==> config.mk <==
export PLATFORM = sky130hd
export DESIGN_NAME = simprisc_mem_arbiter
export DESIGN_NICKNAME = d
export VERILOG_FILES = /design/src/rtl/simprisc_arb_pkg.sv /design/src/rtl/simprisc_arb_timer.sv /design/src/rtl/simprisc_mem_arbiter.sv
export SDC_FILE = /design/constraint.sdc
export NUM_CORES = 1
export LEC_CHECK = 0
export BUFFER_PORTS_ARGS = -buffer_cell sky130_fd_sc_hd__buf_2
export CORE_AREA = 4 4 106 108
export CTS_CLUSTER_DIAMETER = 30
export DETAILED_ROUTE_END_ITERATION = 10
export DIE_AREA = 0 0 110 112
export RECOVER_POWER = 100
export SLEW_MARGIN = 20
export SYNTH_ARGS = -nofsm -noshare
export SYNTH_HDL_FRONTEND = slang
export SYNTH_SLANG_ARGS = --single-unit
export TNS_END_PERCENT = 30
==> constraint.sdc <==
create_clock -name clk -period 1.9 [get_ports clk]
set_input_delay 0.38 -clock clk [delete_from_list [all_inputs] [get_ports clk]]
set_output_delay 0.38 -clock clk [all_outputs]
set_load 0.005 [all_outputs]
==> src/rtl/simprisc_arb_pkg.sv <==
// simprisc_arb_pkg: shared types and default constants for the simprisc memory arbiter
package simprisc_arb_pkg;
  typedef enum logic [1:0] {ARB_IDLE, ARB_ISSUE, ARB_WAIT} arb_state_e;
  typedef enum logic {OWN_IF, OWN_LS} arb_owner_e;
  localparam int MAX_STARVE = 4;
  localparam int TIMEOUT_CYC = 64;
endpackage

==> src/rtl/simprisc_arb_timer.sv <==
// simprisc_arb_timer: clearable, enabled up-counter that stops at its terminal count
module simprisc_arb_timer #(
  parameter int W  = 6,
  parameter int TC = 63
) (
  input  logic clk,
  input  logic rst_n,
  input  logic clr_i,
  input  logic en_i,
  output logic tc_o
);
  logic [W-1:0] cnt_q, cnt_d;
  assign tc_o = cnt_q == W'(TC);
  always_comb cnt_d = clr_i ? '0 : en_i && !tc_o ? cnt_q + 1'b1 : cnt_q;
  always_ff @(posedge clk or negedge rst_n)
    if (!rst_n) cnt_q <= '0;
    else cnt_q <= cnt_d;
endmodule

==> src/rtl/simprisc_mem_arbiter.sv <==
// simprisc_mem_arbiter: shares one memory port between fetch and load/store,
// LS-first with a starvation override for IF and a response timeout.
module simprisc_mem_arbiter
  import simprisc_arb_pkg::*;
#(
  parameter int AW          = 32,
  parameter int DW          = 32,
  parameter int MAX_STARVE  = simprisc_arb_pkg::MAX_STARVE,
  parameter int TIMEOUT_CYC = simprisc_arb_pkg::TIMEOUT_CYC
) (
  input  logic            clk,
  input  logic            rst_n,
  input  logic            if_req_i,
  input  logic [AW-1:0]   if_addr_i,
  output logic            if_gnt_o,
  output logic            if_rvalid_o,
  output logic [DW-1:0]   if_rdata_o,
  input  logic            ls_req_i,
  input  logic            ls_we_i,
  input  logic [DW/8-1:0] ls_be_i,
  input  logic [AW-1:0]   ls_addr_i,
  input  logic [DW-1:0]   ls_wdata_i,
  output logic            ls_gnt_o,
  output logic            ls_rvalid_o,
  output logic [DW-1:0]   ls_rdata_o,
  output logic            mem_req_o,
  output logic            mem_we_o,
  output logic [DW/8-1:0] mem_be_o,
  output logic [AW-1:0]   mem_addr_o,
  output logic [DW-1:0]   mem_wdata_o,
  input  logic            mem_gnt_i,
  input  logic            mem_rvalid_i,
  input  logic [DW-1:0]   mem_rdata_i,
  output logic            err_o,
  output logic            busy_o
);
  localparam int SW = $clog2(MAX_STARVE + 1);
  localparam int TW = $clog2(TIMEOUT_CYC);
  arb_state_e state_q, state_d;
  arb_owner_e owner_q, owner_d;
  logic [SW-1:0] starve_q, starve_d;
  logic tmo_clr, tmo_en, tmo_tc, starve_max, own_ls;
  simprisc_arb_timer #(.W(TW), .TC(TIMEOUT_CYC - 1)) u_tmo (
    .clk  (clk),
    .rst_n(rst_n),
    .clr_i(tmo_clr),
    .en_i (tmo_en),
    .tc_o (tmo_tc)
  );
  assign starve_max = starve_q == SW'(MAX_STARVE);
  assign own_ls     = owner_q == OWN_LS;
  assign busy_o     = state_q != ARB_IDLE;
  always_comb begin
    state_d     = state_q;
    owner_d     = owner_q;
    starve_d    = starve_q;
    tmo_clr     = 1'b0;
    tmo_en      = 1'b0;
    if_gnt_o    = 1'b0;
    if_rvalid_o = 1'b0;
    if_rdata_o  = '0;
    ls_gnt_o    = 1'b0;
    ls_rvalid_o = 1'b0;
    ls_rdata_o  = '0;
    mem_req_o   = 1'b0;
    mem_we_o    = 1'b0;
    mem_be_o    = '0;
    mem_addr_o  = '0;
    mem_wdata_o = '0;
    // any response arriving while no transaction is waiting is dropped and flagged
    err_o       = mem_rvalid_i && state_q != ARB_WAIT;
    case (state_q)
      ARB_IDLE: if (if_req_i || ls_req_i) begin
        owner_d  = ls_req_i && !(if_req_i && starve_max) ? OWN_LS : OWN_IF;
        starve_d = owner_d == OWN_IF ? '0 : if_req_i && !starve_max ? starve_q + 1'b1 : starve_q;
        state_d  = ARB_ISSUE;
      end
      ARB_ISSUE: begin
        mem_req_o   = 1'b1;
        mem_we_o    = own_ls && ls_we_i;
        mem_be_o    = own_ls ? ls_be_i : '1;
        mem_addr_o  = own_ls ? ls_addr_i : if_addr_i;
        mem_wdata_o = own_ls ? ls_wdata_i : '0;
        if (mem_gnt_i) begin
          if_gnt_o = !own_ls;
          ls_gnt_o = own_ls;
          tmo_clr  = 1'b1;
          state_d  = ARB_WAIT;
        end
      end
      ARB_WAIT: if (mem_rvalid_i || tmo_tc) begin
        if_rvalid_o = !own_ls;
        ls_rvalid_o = own_ls;
        if_rdata_o  = !own_ls && mem_rvalid_i ? mem_rdata_i : '0;
        ls_rdata_o  = own_ls && mem_rvalid_i ? mem_rdata_i : '0;
        err_o       = !mem_rvalid_i;
        state_d     = ARB_IDLE;
      end else tmo_en = 1'b1;
      default: state_d = ARB_IDLE;
    endcase
  end
  always_ff @(posedge clk or negedge rst_n)
    if (!rst_n) begin
      state_q  <= ARB_IDLE;
      owner_q  <= OWN_IF;
      starve_q <= '0;
    end else begin
      state_q  <= state_d;
      owner_q  <= owner_d;
      starve_q <= starve_d;
    end
endmodule

# --- Yosys cells after proc, flatten, opt, wreduce, memory -nomap -nowiden ---
# Cells that the tools add are included.
word_totals:
  register_bits: 12
  latchBits: 0
  ram_bits: 0
  romBits: 0
  input_bits: 139
  output_inout_bits: 140
  elab_cells: 73
  n_memories: 0
op_classes:
  add_sub_neg: 2
  n_mul: 0
  div_mod_pow: 0
  n_lt_le_gt_ge: 0
  n_eq_ne: 9
  n_shift: 0
  mux: 37
  bitwise: 0
  n_reduce_logical: 21
op_table:
  columns: ["op", "count"]
  rows:
  - ["32-bit 2-to-1 mux", 10]
  - ["1-bit 2-to-1 mux", 17]
  - ["6-bit 2-to-1 mux", 2]
  - ["1-bit logical AND", 8]
  - ["4-bit 2-to-1 mux", 2]
  - ["2-bit inequality test, second input constant", 4]
  - ["6-bit by 1-bit adder with 6-bit output, second input constant", 1]
  - ["6-bit equality test, second input constant", 1]
  - ["2-bit 2-to-1 mux", 3]
  - ["3-bit 2-to-1 mux", 2]
  - ["2-bit case mux with 3 select lines", 1]
  - ["3-bit AND reduction", 2]
  - ["1-bit logical NOT", 5]
  - ["2-bit nonzero test", 2]
  - ["3-bit by 1-bit adder with 3-bit output, second input constant", 1]
  - ["3-bit equality test, second input constant", 1]
  - ["2-bit by 1-bit equality test with 1-bit output, second input constant", 1]
  - ["2-bit equality test, second input constant", 1]
  - ["2-bit logical NOT", 1]
  - ["1-bit logical OR", 2]
  - ["2-bit by 1-bit inequality test with 1-bit output, second input constant", 1]
  - ["2-bit AND reduction", 1]

# --- Longest topological paths before layout ---
depth:
  depth_word: 7
  ltp_mapped: 6
  mapped_depth_nobuf: 5

# --- Cells and area by module ---
# A second synthesis with hierarchy kept.
hier_totals:
  hier_cells: 273
  area_unflattened_um2: 1980.6
by_module_without_submodules:
  columns: ["mod", "instances", "cells_per_inst", "area_per_inst_um2", "seq_area_each_um2"]
  rows:
  - ["simprisc_mem_arbiter", 1, 234, 1600.3, 150.1]
  - ["simprisc_arb_timer", 1, 39, 380.4, 150.1]

# --- Least setup slack after synthesis ---
# Ideal clock, no wire load.
synth_timing:
  path_type: "reg2out"
  from: "register state_q[0]"
  to: "output port if_rdata_o[0]"
  t_arrival_ps: 1386
  path_slack_ps: 134
  stages_incl_launch_ff: 6
  path_buffers: 2
  cell_sequence: "dfrtp_1 > buf_2 > nand2b_1 > nor3b_1 > clkbuf_1 > and2_1"
synth_between:
  elab_chain_cells: 2
synth_rtl:
  columns: ["element", "line", "text"]
  rows:
  - ["start, declared", "simprisc_mem_arbiter.sv:39", "arb_state_e state_q, state_d;"]
  - ["start signal, assigned", "simprisc_mem_arbiter.sv:108", "state_q <= state_d;"]
  - ["2-bit equality test", "simprisc_mem_arbiter.sv:72", "case (state_q)"]
  - ["32-bit 2-to-1 mux", "simprisc_mem_arbiter.sv:72", null]
  - ["end, declared", "simprisc_mem_arbiter.sv:17", "output logic [DW-1:0] if_rdata_o,"]
# No other way between the ends.

# --- Worst setup path after layout ---
layout_timing:
  from: "register state_q[0]"
  to: "output port ls_rdata_o[7]"
layout_between:
  elab_chain_cells: 2
layout_rtl:
  columns: ["element", "line", "text"]
  rows:
  - ["2-bit equality test", "simprisc_mem_arbiter.sv:72", null]
  - ["32-bit 2-to-1 mux", "simprisc_mem_arbiter.sv:72", null]
  - ["end, declared", "simprisc_mem_arbiter.sv:25", "output logic [DW-1:0] ls_rdata_o,"]
# No other way between the ends.

==> flow_metrics.py <==
metrics = {
    "setup_path": {
        "worstSetupPathType": "reg2out",
        "max_stage_delay_ns": 0.39,
        "critPathSlowestCell": "dfrtp_1",
        "r2r_setup_slack_ns": 0.14,
        "startpoint_type": "flip-flop",
        "path_buf_inv": 3,
        "r2r_start": "state_q[0]",
        "crit-reg2reg-capture": "u_tmo.cnt_q[5]",
        "path_max_fanout": 32,
        "arrival_ns": 1.53,
        "cp-end-kind": "output port",
        "r2r_cells": 4,
        "crit_required_ns": 1.52,
        "crit_family": "buffers and inverters",
        "cp_num_cells": 5,
        "worstSetupStartpoint": "state_q[0]",
        "worstPathCellList": "buf_4 -> and4b_1 -> buf_12 -> and2_1 -> buf_2",
    },
    "timing": {
        "rsz0062_at_grt": "yes",
        "max_slew_margin_pct": 55.82,
        "holdWs_ns": 0.1430,
        "setup_viol": 12,
        "post-route-period-util_pct": 100.6,
        "worstMarginPinSlew_ns": 0.6627,
        "fin_ws_ns": -0.01229,
        "fin_skew_ns": 0.002146,
        "drv_slew": 0,
        "fmax_mhz": 522.9,
        "hold_viol_final": 0,
        "tns_ns": -0.06861,
        "period_minus_slack_ns": 1.912,
    },
    "final_layout": {
        "diodes": 0,
        "nets": 682,
        "drive_above_1_share_pct": 59.37,
        "syn2layout_area_growth_pct": 100.1,
        "design_area_mm2": 0.003775,
        "stdcell_count": 675,
    },
    "grt": {
        "grtUsageTotal_pct": 13.85,
        "grt_pass1_vias": 2737,
        "grt.overflow.total": 0,
        "antenna_found_initial": 0,
        "grt_max_degree": 73,
        "grt_pass1_wl_um": 13890,
    },
    "floorplan": {
        "core_region_area_mm2": 0.01023,
        "rows": 37,
        "die_area_mm2": 0.01232,
        "ios": 279,
        "die_h_um": 112,
        "initial_core_util_pct": 18.44,
        "die_w_um": 110,
    },
    "synthesis": {
        "syn-num-nets": 410,
        "synth-async-reset-ratio_pct": 100.0,
        "ys_seq_area_share_pct": 15.92,
        "synth_top_area_share_pct": 21.55,
        "synth_area_mm2": 0.001887,
        "postSynthCellCount": 268,
        "synth_area_leaders": "and2_1 22%, mux2i_1 19%, dfrtp_1 16%",
        "synth_edf_count": 0,
        "synth-seq-cells": 12,
        "yosysUniqueCellTypes": 32,
        "yosysWarnings": 0,
        "netlist.top_cell.by_area": "and2_1",
        "syn-mean-instance-area_um2": 7.040,
        "synthFlopType": "dfrtp_1",
    },
    "cts": {
        "path_clk_slew_ns": 0.06,
        "cts_made_buffers": 3,
        "cts-root-buf": "clkbuf_8",
        "clock_path_buffers": 2,
        "cts_tree": "yes",
        "cts_sinks": 12,
        "clk_latency_ns": 0.24,
        "htree_levels": 1,
    },
    "route": {
        "vias": 2930,
        "ant_nets": 0,
        "wl_met3_um": 850,
        "drc_errors": 0,
        "top_layer": "met4",
        "drtIter0Drc": 141,
        "drt_wl_total_um": 10270,
        "wl_met2_um": 5248,
        "firstDrtPassIters": 4,
        "wl_met1_um": 4058,
        "wl_per_cell_um": 15.21,
        "viasPerCell": 4.341,
    },
    "run_status": {
        "violations": "negative setup slack",
        "status": "finished, violations left",
    },
    "worst_hold_path": {
        "hp-class": "in2async",
    },
    "place": {
        "port_buffers": 278,
        "placed_area_mm2": 0.003433,
        "dp_hpwl_um": 8184,
        "placed_cells_incl_taps": 663,
        "gp_congestion": 0.8222,
    },
    "power_and_ir_drop": {
        "p_leak_nw": 2.399,
        "p_total_mw": 3.377,
        "peakVddDrop_uv": 590.1,
        "cellPowerDensity_mw_per_mm2": 894.6,
    },
    "flow_run": {
        "max_cap_viol_count": 0,
    },
}
[per-stage QoR]
stage	setup WS [ns]	util [%]
final	-0.01229	36.90
after floorplan	0.1341	-
after global placement	0.1613	33.56
after global routing	-0.1173	36.90
after CTS	-0.03295	35.01
after detailed placement	0.1316	33.56
[routing by layer]
metal	up-vias	GRT usage (%)
met5	-	0
met4	0	1.829
met1	1321	17.00
met2	150	25.20
li1	1447	-
met3	12	2.667
[state kept, by name (all words and copies together) (netlist names)]
name         cells
own_ls           1
starve_q         3
state_q          2
u_tmo.cnt_q      6
[worst register-to-register path, delay by kind of cell (launching register included)]
family / cells / cell delay, ns
compound gates: 1 / 0.50
simple gates: 1 / 0.40
flops: 1 / 0.39
mux: 1 / 0.23
buf+inv: 1 / 0.16
[placed cells by master, fill, tap and decap left out, types with 2 or more instances in the layout]
master       n
buf_2      260
and2_1      49
mux2i_1     36
nor2_1      35
and3_1      35
and2_4      16
buf_6       16
dfrtp_1     10
inv_1        9
nand2_1      8
a21oi_1      6
buf_4        6
clkbuf_8     4
clkbuf_1     4
nand3_1      3
o21ai_0      3
nand4_1      3
nand2b_1     2
nor3_1       2
nor3b_1      2
a211oi_1     2
ha_1         2
buf_16       2
clkbuf_16    2
dfrtp_2      2
[cell type report]
class                           count  area (um2)
Timing Repair Buffer              291        1667
Sequential cell                    12       302.8
Multi-Input combinational cell    222        1540
Inverter                           10       40.04
Tap cell                          136       170.2
Clock buffer                        4       55.05
Fill cell                        1090        6456
[how the worst max path moves through the flow]
stage / endpoint / slack, ns
2_1_floorplan: if_rdata_o[0] / 0.13
3_3_place_gp: ls_rvalid_o / 0.16
3_5_place_dp: ls_rvalid_o / 0.13
5_1_grt: if_rdata_o[9] / -0.12
4_1_cts: if_rdata_o[27] / -0.03
6_report: ls_rdata_o[7] / -0.01
[power by group]
group / switching (mW) / internal (mW)
combinational: 1.37 / 1.30
clock: 0.0991 / 0.183
sequential: 0.0861 / 0.338
[cell families (layout without fill, tap and decap cells)]
family | after synthesis | after routing | synth area share, %
mux | 36 | 36 | 19.10
compound gates | 19 | 19 | 6.764
fa+ha+maj | 3 | 3 | 1.990
flops | 12 | 12 | 15.92
simple gates | 164 | 164 | 49.14
buf+inv | 34 | 305 | 7.095
[cells in the mapped netlist, types with 2 or more instances]
cell,number
a21oi_1,6
and3_1,36
nor3b_1,4
mux2i_1,36
nand4_1,3
a211oi_1,2
inv_1,9
buf_1,4
o21ai_0,4
nor2_1,35
nor3_1,2
nand3_1,3
ha_1,3
clkbuf_1,15
nand2_1,8
nand2b_1,3
dfrtp_1,12
and2_1,65
buf_2,5
[timing repair]
item,4_1_cts,5_1_grt
endpoints found under the setup margin,70,137
setup buffers,3,3
resized for setup,11,36
pin swaps,1,12
hold buffers,0,0
hold endpoints to repair,0,0
cloned,1,2
No activity file was read; power rests on OpenSTA's default activity.
